===== config.mk =====
export PLATFORM = sky130hd
export DESIGN_NAME = pipe_elastic_flat
export DESIGN_NICKNAME = d
export VERILOG_FILES = /design/src/rtl/pipe_elastic_if.sv /design/src/rtl/pipe_elastic.sv /design/src/flat_wrapper.sv
export SDC_FILE = /design/constraint.sdc
export NUM_CORES = 1
export LEC_CHECK = 0
export CAP_MARGIN = 5
export CORE_ASPECT_RATIO = 0.75
export CORE_MARGIN = 3
export CORE_UTILIZATION = 53
export CTS_BUF_LIST = sky130_fd_sc_hd__clkbuf_16
export DETAILED_ROUTE_END_ITERATION = 7
export PLACE_DENSITY = 0.94
export SLEW_MARGIN = 10
export SYNTH_ARGS = -nofsm -noshare
export SYNTH_HDL_FRONTEND = slang
export SYNTH_SLANG_ARGS = --single-unit

===== constraint.sdc =====
create_clock -name clk_i -period 2.7 [get_ports clk_i]
set_clock_uncertainty 0.05 [all_clocks]
set_input_delay 0.27 -clock clk_i [delete_from_list [all_inputs] [get_ports clk_i]]
set_output_delay 0.27 -clock clk_i [all_outputs]
set_load 0.005 [all_outputs]

===== src/rtl/pipe_elastic_if.sv =====
// Handshake bundle for pipe_elastic: producer side, consumer side, flush and occupancy.
// The pipeline takes the slave modport; the driving environment takes master.
interface pipe_elastic_if #(
    parameter int width_p = 8,
    parameter int depth_p = 3
);
    localparam int cnt_w_lp = $clog2(depth_p + 1);

    logic               valid_i;
    logic [width_p-1:0] data_i;
    logic               ready_o;
    logic               valid_o;
    logic [width_p-1:0] data_o;
    logic               ready_i;
    logic               flush_i;
    logic [cnt_w_lp-1:0] count_o;

    modport slave (
        input  valid_i, data_i, ready_i, flush_i,
        output ready_o, valid_o, data_o, count_o
    );

    modport master (
        output valid_i, data_i, ready_i, flush_i,
        input  ready_o, valid_o, data_o, count_o
    );
endinterface


===== src/rtl/pipe_elastic.sv =====
// Elastic valid/ready delay line of depth_p registered stages with collapsing bubbles,
// synchronous flush and a registered occupancy count.
module pipe_elastic_stage #(
    parameter int width_p = 8
) (
    input  logic               clk_i,
    input  logic               reset_ni,
    input  logic               flush_i,
    input  logic               adv_i,
    input  logic               vld_i,
    input  logic [width_p-1:0] data_i,
    output logic               vld_o,
    output logic [width_p-1:0] data_o
);
    // Data only moves with a valid item so a bubble never overwrites held data.
    always_ff @(posedge clk_i or negedge reset_ni) begin
        if (!reset_ni) begin
            vld_o  <= 1'b0;
            data_o <= '0;
        end else if (flush_i) begin
            vld_o <= 1'b0;
        end else if (adv_i) begin
            vld_o <= vld_i;
            if (vld_i) data_o <= data_i;
        end
    end
endmodule

module pipe_elastic #(
    parameter int width_p = 8,
    parameter int depth_p = 3
) (
    input  logic          clk_i,
    input  logic          reset_ni,
    pipe_elastic_if.slave bus
);
    localparam int cnt_w_lp = $clog2(depth_p + 1);

    if (width_p < 1) begin : g_bad_width
        $error("pipe_elastic: width_p must be >= 1");
    end
    if (depth_p < 1) begin : g_bad_depth
        $error("pipe_elastic: depth_p must be >= 1");
    end

    logic [depth_p-1:0]              valid_r;
    logic [depth_p-1:0][width_p-1:0] data_r;
    logic [depth_p-1:0]              adv;
    logic [cnt_w_lp-1:0]             count_r;
    logic                            in_xfer, out_xfer;

    // A stage may advance if the one below advances or it is itself empty.
    always_comb begin
        adv = '0;
        adv[depth_p-1] = bus.ready_i | ~valid_r[depth_p-1];
        for (int k = depth_p - 2; k >= 0; k--) begin
            adv[k] = adv[k+1] | ~valid_r[k];
        end
    end

    for (genvar k = 0; k < depth_p; k++) begin : g_stage
        logic               src_vld;
        logic [width_p-1:0] src_data;
        if (k == 0) begin : g_head
            assign src_vld  = bus.valid_i;
            assign src_data = bus.data_i;
        end else begin : g_body
            assign src_vld  = valid_r[k-1];
            assign src_data = data_r[k-1];
        end
        pipe_elastic_stage #(.width_p(width_p)) u_stage (
            .clk_i    (clk_i),
            .reset_ni (reset_ni),
            .flush_i  (bus.flush_i),
            .adv_i    (adv[k]),
            .vld_i    (src_vld),
            .data_i   (src_data),
            .vld_o    (valid_r[k]),
            .data_o   (data_r[k])
        );
    end

    assign bus.ready_o = adv[0] & ~bus.flush_i;
    assign bus.valid_o = valid_r[depth_p-1] & ~bus.flush_i;
    assign bus.data_o  = data_r[depth_p-1];
    assign bus.count_o = count_r;

    assign in_xfer  = bus.valid_i & bus.ready_o;
    assign out_xfer = bus.valid_o & bus.ready_i;

    always_ff @(posedge clk_i or negedge reset_ni) begin
        if (!reset_ni)               count_r <= '0;
        else if (bus.flush_i)        count_r <= '0;
        else if (in_xfer & ~out_xfer) count_r <= count_r + 1'b1;
        else if (~in_xfer & out_xfer) count_r <= count_r - 1'b1;
    end

    a_count_matches: assert property (@(posedge clk_i) disable iff (!reset_ni)
        32'(count_r) == $countones(valid_r));
endmodule


===== src/flat_wrapper.sv =====
// flat-port wrapper written by rule: the top's interface ports become plain ports
module pipe_elastic_flat 
#(
    parameter int width_p = 8,
    parameter int depth_p = 3
)
  (clk_i, reset_ni, bus_valid_i, bus_data_i, bus_ready_i, bus_flush_i, bus_ready_o, bus_valid_o, bus_data_o, bus_count_o);
  pipe_elastic_if #(.width_p(width_p), .depth_p(depth_p)) bus_i ();
  input  logic clk_i;
  input  logic reset_ni;
  input wire logic [$bits(bus_i.valid_i)-1:0] bus_valid_i;
  input wire logic [$bits(bus_i.data_i)-1:0] bus_data_i;
  input wire logic [$bits(bus_i.ready_i)-1:0] bus_ready_i;
  input wire logic [$bits(bus_i.flush_i)-1:0] bus_flush_i;
  output wire logic [$bits(bus_i.ready_o)-1:0] bus_ready_o;
  output wire logic [$bits(bus_i.valid_o)-1:0] bus_valid_o;
  output wire logic [$bits(bus_i.data_o)-1:0] bus_data_o;
  output wire logic [$bits(bus_i.count_o)-1:0] bus_count_o;
  assign bus_i.valid_i = bus_valid_i;
  assign bus_i.data_i = bus_data_i;
  assign bus_i.ready_i = bus_ready_i;
  assign bus_i.flush_i = bus_flush_i;
  assign bus_ready_o = bus_i.ready_o;
  assign bus_valid_o = bus_i.valid_o;
  assign bus_data_o = bus_i.data_o;
  assign bus_count_o = bus_i.count_o;
  pipe_elastic #(.width_p(width_p), .depth_p(depth_p)) u_core (.clk_i(clk_i), .reset_ni(reset_ni), .bus(bus_i));
endmodule

==> impl_metrics.env <==
export IMPL_synth_top_cell_by_area="dfrtp_1"
export IMPL_path_max_fanout=6
export IMPL_place_detailed_hpwl_um=1580
export IMPL_finalCriticalPeriod_ns=2.01
export IMPL_required_ns=2.80
export IMPL_die_h_um=47.3
export IMPL_cts_setup_buffers=0
export IMPL_grt_pass1_wl_um=3880
export IMPL_max_freq_mhz=497
export IMPL_track_usage_pct=21.0
export IMPL_cp_arrival_ns=2.11
export IMPL_cts_resized_gates=0
export IMPL_setup_viol=0
export IMPL_clkTransAtPathRegs_ns=0.05
export IMPL_ys_types=21
export IMPL_final_cell_mix="dfrtp_1 (29), mux2_2 (24), clkdlybuf4s50_1 (24), nor2_1 (9), clkbuf_16 (5)"
export IMPL_powerDensity_nw_per_um2=913
export IMPL_vias=771
export IMPL_clkLatencyLatePin_ns=0.28
export IMPL_yosysSeqAreaShare_pct=60.4
export IMPL_ys_seq_elements=29
export IMPL_syn_area_sq_um=1200
export IMPL_postCtsHoldBufs=0
export IMPL_antenna_found_initial=0
export IMPL_cts_sinks=29
export IMPL_drc=0
export IMPL_critPathCaptureType="flop"
export IMPL_dp_cells=131
export IMPL_syn_area_per_cell_sq_um=14.3
export IMPL_vdd_drop_max_v=0.000646
export IMPL_p_leak_nw=0.712
export IMPL_synth_top_area_share_pct=60.4
export IMPL_core_sq_um=2080
export IMPL_yosys_top_cells_area="dfrtp_1 (60%), mux2_2 (22%), nor2_1 (2.8%), a2111oi_4 (2.3%), and2_1 (1.0%)"
export IMPL_final_antenna_net_count=0
export IMPL_wire_per_inst_um=18.1
export IMPL_pin_count=25
export IMPL_grt_max_degree=30
export IMPL_hold_viol=0
export IMPL_grt_pass1_vias=857
export IMPL_cts_tree="built"
export IMPL_drt_iter0_drc=14
export IMPL_via_per_inst=5.55
export IMPL_first_pass_iters=4
export IMPL_crit_path_start_kind="input pin"
export IMPL_postRouteWirelength_um=2520
export IMPL_nNetsFinal=127
export IMPL_synth_fp_nets=97
export IMPL_grt_ovfl_total=0
export IMPL_worst_hold_slack_ns=0.332
export IMPL_tightestPinTransition_ns=0.431
export IMPL_numCtsBuffers=5
export IMPL_rsz0062_at_grt="no"
export IMPL_num_rows=14
export IMPL_critical_path_class="in2reg"
export IMPL_hp_class="in2async"
export IMPL_yosysWarnings=0
export IMPL_cap_violations=0
export IMPL_clock_path_buffers=2
export IMPL_slew_viol_final=0
export IMPL_area_growth_pct=35.6
export IMPL_drive_above_1_share_pct=29.6
export IMPL_io_buffers=24
export IMPL_gp_congestion=0.781
export IMPL_die_w_um=61
export IMPL_final_cell_count_no_fill=139
export IMPL_htree_levels=2
export IMPL_cts_root_buf="clkbuf_16"
export IMPL_period_share_pct=74.6
export IMPL_layout_commonest_cell="dfrtp_1"
export IMPL_fin_tns_setup_ns=0
export IMPL_die_area_sq_um=2880
export IMPL_initial_core_util_pct=57.7
export IMPL_status="finished, final reports clean"
export IMPL_slew_headroom_pct=71.2
export IMPL_diodes=0
export IMPL_syn_inst=84
-- synth_stat cells --
cell type,n
dfrtp_1,29
a21o_1,1
nor2_1,9
and4b_1,1
nor3b_1,1
and2_1,2
o22ai_1,1
or3b_1,1
buf_6,1
or3b_2,1
xor2_1,1
a21oi_1,2
nor2b_1,2
a2111oi_4,1
buf_2,1
a221o_1,1
nand2_1,2
clkbuf_1,1
and2b_1,1
mux2_2,24
nand3b_1,1
-- critical path: stages --
cell and delay, ns:
clkdlybuf4s50_1 0.51, and4b_1 0.24, or3b_1 0.50, a21o_1 0.23
a221o_1 0.36
-- metal layers --
metal | track usage (%) | vias to the layer above | routed length, um
li1 | - | 359 | -
met1 | 20.7 | 378 | 945
met2 | 36.7 | 25 | 1320
met3 | 6.87 | 9 | 155
met4 | 17.3 | 0 | 97
met5 | 0 | - | 0
-- cell families (layout without fill, tap and decap cells) --
family	count (synthesis)	in the layout	synth area share, %
flip-flops	29	29	60.4
multiplexers	24	24	22.5
AND/OR/NAND/NOR	21	21	9.68
AO/OA/AOI/OAI	6	6	5.10
buffers and inverters	3	34	1.66
XOR/XNOR	1	1	0.729
-- through the flow --
step / total power [mW] / utilization (%) / setup WS, ns / cell area (sq um)
final: 1.49 / 78.2 / 0.687 / 1630
after global routing: 1.55 / 78.2 / 0.647 / 1630
after CTS: 1.50 / 78.2 / 0.702 / 1630
after detailed placement: 0.890 / 70.4 / 0.454 / 1470
after global placement: 0.870 / 70.4 / 0.552 / 1470
after floorplan: 0.719 / - / 1.07 / 1200
-- power by group --
part | total [mW] | switching (mW) | internal, mW | leakage, nW
Clock | 0.605 | 0.179 | 0.426 | 0.0826
Sequential | 0.600 | 0.0568 | 0.543 | 0.353
Combinational | 0.282 | 0.0860 | 0.196 | 0.276
-- area by class of cell --
class	count	area, sq um
Clock inverter	3	37.5
Multi-Input combinational cell	52	457
Sequential cell	29	726
Tap cell	24	30.0
Fill cell	126	454
Clock buffer	5	125
Timing Repair Buffer	26	255
-- final timing paths --
check                                                                 from                                         endpoint  slack (ns)  depth (start not counted)
setup / recovery                                               bus_ready_i                u_core.bus.count_o[1]$_DFFE_PN0P_        0.69                          5
hold / removal                                                    reset_ni  u_core.g_stage[1].u_stage.data_o[1]$_DFFE_PN0P_        0.33                          2
setup reg to reg               u_core.g_stage[1].u_stage.vld_o$_DFFE_PN0P_                u_core.bus.count_o[1]$_DFFE_PN0P_        0.75                          4
hold reg to reg            u_core.g_stage[2].u_stage.data_o[2]$_DFFE_PN0P_  u_core.g_stage[2].u_stage.data_o[2]$_DFFE_PN0P_        0.45                          1
max in group asynchronous                                         reset_ni  u_core.g_stage[1].u_stage.data_o[2]$_DFFE_PN0P_        2.01                          2
min in group clk_i         u_core.g_stage[2].u_stage.data_o[2]$_DFFE_PN0P_  u_core.g_stage[2].u_stage.data_o[2]$_DFFE_PN0P_        0.45                          1
-- flip-flops by register name, indices dropped and copies added, names as in the netlist --
signal,cells
u_core.g_stage.u_stage.vld_o,3
u_core.bus.count_o,2
u_core.g_stage.u_stage.data_o,24
Power figures use the tool's default switching activity.
